<file path="config.mk">
export PLATFORM = sky130hd
export DESIGN_NAME = cache_control
export DESIGN_NICKNAME = d
export VERILOG_FILES = /design/src/rtl/cache_control.sv
export SDC_FILE = /design/constraint.sdc
export NUM_CORES = 1
export LEC_CHECK = 0
export ABC_AREA = 1
export CAP_MARGIN = 10
export CORE_MARGIN = 1
export CORE_UTILIZATION = 45
export CTS_CLUSTER_DIAMETER = 100
export DETAILED_ROUTE_END_ITERATION = 7
export GPL_ROUTABILITY_DRIVEN = 0
export PLACE_DENSITY = 0.72
export SETUP_SLACK_MARGIN = 0.5
export SKIP_LAST_GASP = 1
export SLEW_MARGIN = 30
export SYNTH_ARGS = -nofsm -noshare
export SYNTH_HDL_FRONTEND = slang
export SYNTH_SLANG_ARGS = --single-unit
</file>
<file path="constraint.sdc">
create_clock -name clk -period 1.6 [get_ports clk]
set_clock_uncertainty 0.1 [all_clocks]
set_input_delay 0.24 -clock clk [delete_from_list [all_inputs] [get_ports clk]]
set_output_delay 0.24 -clock clk [all_outputs]
set_load 0.03 [all_outputs]
</file>
<file path="src/rtl/cache_control.sv">
// Control FSM for a 2-way write-back L1: hit service, dirty-victim writeback, line allocate.
// Hits complete in the request cycle; misses stall the CPU until pmem_resp then replay as a hit.
module cache_control #(
    parameter int CNT_WIDTH = 16
) (
    input  logic                 clk,
    input  logic                 rst_n,
    input  logic                 mem_read,
    input  logic                 mem_write,
    output logic                 mem_resp,
    input  logic                 hit0,
    input  logic                 hit1,
    input  logic                 valid0,
    input  logic                 valid1,
    input  logic                 dirty0,
    input  logic                 dirty1,
    input  logic                 lru_out,
    output logic                 lru_load,
    output logic                 lru_tag0_hit,
    output logic                 lru_tag1_hit,
    output logic [1:0]           load_way,
    output logic                 data_sel,
    output logic                 set_dirty,
    output logic                 clr_dirty,
    output logic                 victim,
    output logic                 pmem_addr_sel,
    output logic                 pmem_read,
    output logic                 pmem_write,
    input  logic                 pmem_resp,
    input  logic                 cnt_clr,
    output logic [CNT_WIDTH-1:0] hit_count,
    output logic [CNT_WIDTH-1:0] miss_count
);

    typedef enum logic [1:0] {
        IDLE      = 2'd0,
        WRITEBACK = 2'd1,
        ALLOCATE  = 2'd2
    } state_t;

    localparam logic [CNT_WIDTH-1:0] CNT_ONE = {{(CNT_WIDTH-1){1'b0}}, 1'b1};

    state_t               state_q, state_d;
    logic                 victim_q, victim_d;
    logic                 missed_q, missed_d;
    logic [CNT_WIDTH-1:0] hit_cnt_q, hit_cnt_d;
    logic [CNT_WIDTH-1:0] miss_cnt_q, miss_cnt_d;

    logic req;
    logic hit;
    logic victim_dirty;

    assign req          = mem_read | mem_write;
    assign hit          = hit0 | hit1;
    assign victim_dirty = lru_out ? (valid1 & dirty1) : (valid0 & dirty0);

    always_comb begin
        state_d       = state_q;
        victim_d      = victim_q;
        missed_d      = missed_q;
        hit_cnt_d     = hit_cnt_q;
        miss_cnt_d    = miss_cnt_q;
        mem_resp      = 1'b0;
        lru_load      = 1'b0;
        lru_tag0_hit  = 1'b0;
        lru_tag1_hit  = 1'b0;
        load_way      = 2'b00;
        data_sel      = 1'b0;
        set_dirty     = 1'b0;
        clr_dirty     = 1'b0;
        pmem_addr_sel = 1'b0;
        pmem_read     = 1'b0;
        pmem_write    = 1'b0;

        unique case (state_q)
            IDLE: begin
                if (req && hit) begin
                    mem_resp     = 1'b1;
                    lru_load     = 1'b1;
                    // Way 0 takes priority if the datapath ever reports both ways hit.
                    lru_tag0_hit = hit0;
                    lru_tag1_hit = hit1 & ~hit0;
                    if (mem_write) begin
                        load_way  = hit0 ? 2'b01 : 2'b10;
                        set_dirty = 1'b1;
                    end
                    // The replay hit after a fill belongs to the miss already counted.
                    if (missed_q) begin
                        missed_d = 1'b0;
                    end else if (!(&hit_cnt_q)) begin
                        hit_cnt_d = hit_cnt_q + CNT_ONE;
                    end
                end else if (req) begin
                    victim_d = lru_out;
                    missed_d = 1'b1;
                    if (!(&miss_cnt_q)) begin
                        miss_cnt_d = miss_cnt_q + CNT_ONE;
                    end
                    state_d = victim_dirty ? WRITEBACK : ALLOCATE;
                end
            end
            WRITEBACK: begin
                pmem_write    = 1'b1;
                pmem_addr_sel = 1'b1;
                if (pmem_resp) begin
                    clr_dirty = 1'b1;
                    state_d   = ALLOCATE;
                end
            end
            ALLOCATE: begin
                pmem_read = 1'b1;
                if (pmem_resp) begin
                    load_way = victim_q ? 2'b10 : 2'b01;
                    data_sel = 1'b1;
                    state_d  = IDLE;
                end
            end
            default: begin
                state_d = IDLE;
            end
        endcase

        if (cnt_clr) begin
            hit_cnt_d  = '0;
            miss_cnt_d = '0;
        end

        // Strobes must drop the instant reset asserts, without waiting for a clock.
        if (!rst_n) begin
            mem_resp      = 1'b0;
            lru_load      = 1'b0;
            lru_tag0_hit  = 1'b0;
            lru_tag1_hit  = 1'b0;
            load_way      = 2'b00;
            data_sel      = 1'b0;
            set_dirty     = 1'b0;
            clr_dirty     = 1'b0;
            pmem_addr_sel = 1'b0;
            pmem_read     = 1'b0;
            pmem_write    = 1'b0;
        end
    end

    always_ff @(posedge clk or negedge rst_n) begin
        if (!rst_n) begin
            state_q    <= IDLE;
            victim_q   <= 1'b0;
            missed_q   <= 1'b0;
            hit_cnt_q  <= '0;
            miss_cnt_q <= '0;
        end else begin
            state_q    <= state_d;
            victim_q   <= victim_d;
            missed_q   <= missed_d;
            hit_cnt_q  <= hit_cnt_d;
            miss_cnt_q <= miss_cnt_d;
        end
    end

    assign victim     = victim_q;
    assign hit_count  = hit_cnt_q;
    assign miss_count = miss_cnt_q;

endmodule
</file>
## Word level (Yosys, flattened, before mapping)

Index checks and enable logic that the tools add are counted.

- Register bits after elaboration: 36
- Input bits: 13
- Output and inout port bits: 45
- Word-level logic and storage cells: 85

- Add/sub/neg operators: 2
- Equal/unequal tests: 10
- Mux-type cells: 48
- Bitwise logic cells: 7
- Reductions and logical operators: 13

Operators by type and width:

| operator | count |
|---|---|
| $mux W16 | 10 |
| $add A16 B1 Y16 const B | 2 |
| $reduce_and A16 Y1 | 2 |
| $mux W1 | 25 |
| $mux W2 | 11 |
| $ne A2 B2 Y1 const B | 8 |
| $reduce_and A4 Y1 | 3 |
| $reduce_bool A2 Y1 | 4 |
| $pmux W2 S3 | 1 |
| $pmux W2 S2 | 1 |
| $and A1 B1 Y1 | 3 |
| $reduce_and A3 Y1 | 1 |
| $eq A2 B1 Y1 const B | 1 |
| $eq A2 B2 Y1 const B | 1 |
| $logic_not A2 Y1 | 1 |
| $not A1 Y1 | 2 |
| $or A1 B1 Y1 | 2 |
| $reduce_and A2 Y1 | 1 |
| $logic_and A1 B1 Y1 | 1 |

## Logic depth before layout (Yosys ltp)

- Depth in word-level cells: 6
- Mapped depth: 10
- Gate-level depth less buffers: 9

## Least setup slack after synthesis

Ideal clock, no wire load.

- Path kind: register -> output
- From: reg state_q[1]
- To: out set_dirty
- Data arrival time: 1.451 ns
- Required time: 1.260 ns
- Path slack: -0.191 ns
- Stages on the path, launching flop included: 6
- Path buffers: 0
- Cells stage by stage: dfrtp_1 > inv_1 > nand2_2 > inv_1 > nand2_1 > nor3b_1

- Longest elaborated chain between the ends: 3

Ends and longest elaborated chain:

| item | RTL line | RTL |
|---|---|---|
| from (decl) | 43 | `state_t state_q, state_d;` |
| from (signal assigned) | 152 | `state_q <= state_d;` |
| $logic_not A2 Y1 | 75 | `unique case (state_q)` |
| $mux W1 | 75 |  |
| $mux W1 | 129 | `if (!rst_n) begin` |
| to (decl) | 23 | `output logic set_dirty,` |

Every way passes these cells.

## Final worst setup path

- From: reg state_q[1]
- To: out load_way[0]

- Longest elaborated chain between the ends: 3
- Elaborated cells on any way between the ends: 4
- Classes of those cells: eq/ne (1); mux (2); reduce/logical (1)

Ends and longest elaborated chain:

| item | RTL line | RTL |
|---|---|---|
| $eq A2 B2 Y1 or $logic_not A2 Y1 (tied branches) | 75 |  |
| $pmux W2 S2 * | 75 |  |
| $mux W2 * | 129 |  |
| to (decl) | 21 | `output logic [1:0] load_way,` |

Every way passes the cells marked *; elsewhere a longest branch is shown, timed or not.

==> run_results.csv <==
group,metric,value,unit
place,placed_cells_incl_taps,494,
grt,grt_pass1_wl,12.2,mm
timing,setup_slack,-0.187,ns
timing,finalWorstPathRequiredPeriod,1.79,ns
power,power-per-cell-area,894,nW/um^2
grt,antenna_found_initial,0,
floorplan,chipWidth,75.5,microns
timing,timing_worst_slew_pin_value,0.444,ns
critical_path,type_of_origin_of_the_critical_path,"flop",
clock_network,depth_of_the_cts_h_tree,2,
synthesis,synth.yosys.warnings,0,
timing,final_max_slew_viol_count,0,
clock_network,clock-root-buffer,"sky130_fd_sc_hd__clkbuf_8",
floorplan,die_area,5700,sq um
routing,drt_first_iter_violations,191,
floorplan,io-pin-count,58,
synthesis,synth_top_cell_area_share,0.371,
clock_network,numClockSinks,36,
routing,detail_route.drc_violations,0,
power,ir_drop,0.00106,V
critical_path,critPathMaxFanout,3,
routing,route.final.wire_length,9.04,mm
critical_path,worst_ep_required_time,1.26,ns
routing,detailedRoute.firstPassIterationCount,5,
critical_path,crit_path_end_kind,"primary output",
place,place.port_buffers,57,
timing,setup_violations,43,
routing,routed_via_density,5.43,
finish,area_growth_syn_to_layout,74.1,%
critical_path,crit_arrival,1.45,ns
grt,first_global_vias,2672,
clock_network,tritoncts.num_buffers,5,
clock_network,clock_insertion_delay_worst_skew,0.31,ns
synthesis,async_flop_share,1.00,
min_path,holdCritPathClass,"input pin to flop",
timing,final_hold_viol_count,0,
finish,finish.net_count,495,
routing,wire_per_inst,16.4,microns
synthesis,yosys_register_bits,36,
synthesis,synthesis.nets,356,
timing,rsz0062_at_grt,"true",
critical_path,timing.setup.critical_path_class,"flop to primary output",
synthesis,synth_area_per_cell,7.13,sq um
place,post-dp-hpwl,4.91,mm
synthesis,synth_seq_area_share,0.371,
finish,drive_above_1_share,0.449,
routing,antenna_violating_nets_post_route,0,
finish,layout.cells.non_filler,551,
timing,setup_tns,-4.51,ns
clock_network,tritoncts_clock_tree,"yes",
routing,dr_total_vias,2994,
timing,timing.fmax,560,MHz
timing,finalCritPeriodShare,1.12,
floorplan,fp.dieH,75.5,microns
synthesis,ys.flop_type,"sky130_fd_sc_hd__dfrtp_1",
grt,globalRouteTotalUtil,0.283,
clock_network,clkSlewWorstSetupHoldPaths,0.08,ns
synthesis,number_of_enable_type_register_cells_in_the_synthesized_netlist,0,
synthesis,synth_cell_types,26,
run,max_cap_violations,0,
synthesis,syn-instance-count,341,
timing,headroom_to_the_max_slew_limit,0.703,
floorplan,initial_core_util,0.473,
synthesis,synth_area_leaders,"sky130_fd_sc_hd__dfrtp_1, sky130_fd_sc_hd__nand2_1, sky130_fd_sc_hd__nor2_1",
synthesis,dominant_cell_type_by_area_after_synthesis,"sky130_fd_sc_hd__dfrtp_1",
floorplan,design.core.area,5140,sq um
run_status,violations,"setup timing",
run_status,outcome,"complete, but fails checks",
clock_network,ctsLongestPathBuffers,2,
finish,antenna-diode-count,0,
synthesis,synth.cell_area,2430,sq um
grt,grt_remaining_overflow,0,
power,power.leakage,0.00199,uW
floorplan,placementRows,26,
power,p_total,3790,uW
grt,grt_max_degree,29,
routing by layer:
metal	GRT usage	part of all wire	wire length [microns]
met1	0.356	0.39	3570
met2	0.486	0.50	4500
met3	0.0423	0.069	624
met4	0.121	0.038	347
met5	0	0	0
area by class of cell:
cell class	instances	area, sq um
Multi-Input combinational cell	276	1650
Timing Repair Buffer	139	1390
Sequential cell	36	930
Fill cell	335	907
Inverter	22	90.1
Tap cell	70	87.6
Clock buffer	6	82.6
Clock inverter	2	10.0
synth_stat cells, types with 3 or more instances:
library cell,number
sky130_fd_sc_hd__buf_4,5
sky130_fd_sc_hd__or2_2,3
sky130_fd_sc_hd__nand4_1,27
sky130_fd_sc_hd__xor2_1,11
sky130_fd_sc_hd__o21bai_1,8
sky130_fd_sc_hd__nand2_2,4
sky130_fd_sc_hd__o21ai_0,9
sky130_fd_sc_hd__nor2_1,48
sky130_fd_sc_hd__inv_1,19
sky130_fd_sc_hd__nor3_1,3
sky130_fd_sc_hd__dfrtp_1,36
sky130_fd_sc_hd__nand3_2,3
sky130_fd_sc_hd__nor2_4,7
sky130_fd_sc_hd__a21oi_1,3
sky130_fd_sc_hd__nand2_1,122
sky130_fd_sc_hd__nand3_1,17
registers in the layout (all words and copies together) (netlist names):
| register | flops |
|---|---|
| victim | 1 |
| miss_count | 16 |
| hit_count | 16 |
| state_q | 2 |
| missed_q | 1 |
critical path, stage by stage (launching register included):
cell and delay (ns):
sky130_fd_sc_hd__dfrtp_1 0.41, sky130_fd_sc_hd__buf_6 0.14, sky130_fd_sc_hd__nand2_2 0.10, sky130_fd_sc_hd__nor2_4 0.06
sky130_fd_sc_hd__a32oi_1 0.22, sky130_fd_sc_hd__nor2_2 0.07, sky130_fd_sc_hd__buf_6 0.16
through the flow:
step	area, sq um	hold slack [ns]	setup slack, ns	utilization
2_1_floorplan	2610	-0.156	-0.0212	-
3_3_place_gp	3460	0.182	-0.183	0.673
3_5_place_dp	3460	0.183	-0.203	0.673
4_1_cts	3880	0.443	-0.148	0.754
5_1_grt	4230	0.267	-0.249	0.824
6_report	4230	0.245	-0.187	0.824
power by group:
group          internal [uW]  switching [uW]  total [uW]  leakage [uW]
combinational            944            1080        2020       0.00148
sequential               981            65.2        1050      0.000458
clock                    344             372         716     0.0000510
final timing paths:
path                               start              to  slack (ns)  cells past startpoint
min                              lru_out          victim        0.24                      3
max in group asynchronous          rst_n  miss_count[11]        0.59                      3
max reg2reg                   state_q[1]   miss_count[0]       -0.17                     11
min in group asynchronous          rst_n        missed_q        0.51                      3
max                           state_q[1]     load_way[0]       -0.19                      6
min reg2reg                hit_count[14]   hit_count[14]        0.45                      2
cell usage in the layout (no fill, tap or decap), drive strengths merged, types with 9 or more instances in the layout:
cell type,n
o21ai,9
dfrtp,36
nor2,60
nand3,20
nand2,126
xor2,11
inv,21
buf,124
clkbuf,9
nand4,27
repair_timing:
item	CTS	global route
buffers inserted	32	12
cloned	2	2
hold buffers	1	0
gates resized for setup	231	68
hold endpoints to repair	36	0
endpoints found under the setup margin	81	109
pin swaps	27	17
cells by family (layout without fill, tap and decap cells):
group,after synthesis,count (layout),synth area share
simple gates,238,240,0.458
buf+inv,31,169,0.0618
compound gates,23,23,0.0597
flops,36,36,0.371
fa+ha+maj,2,2,0.0103
xor+xnor,11,11,0.0396
Note: power is estimated with default switching activity, not from simulation.
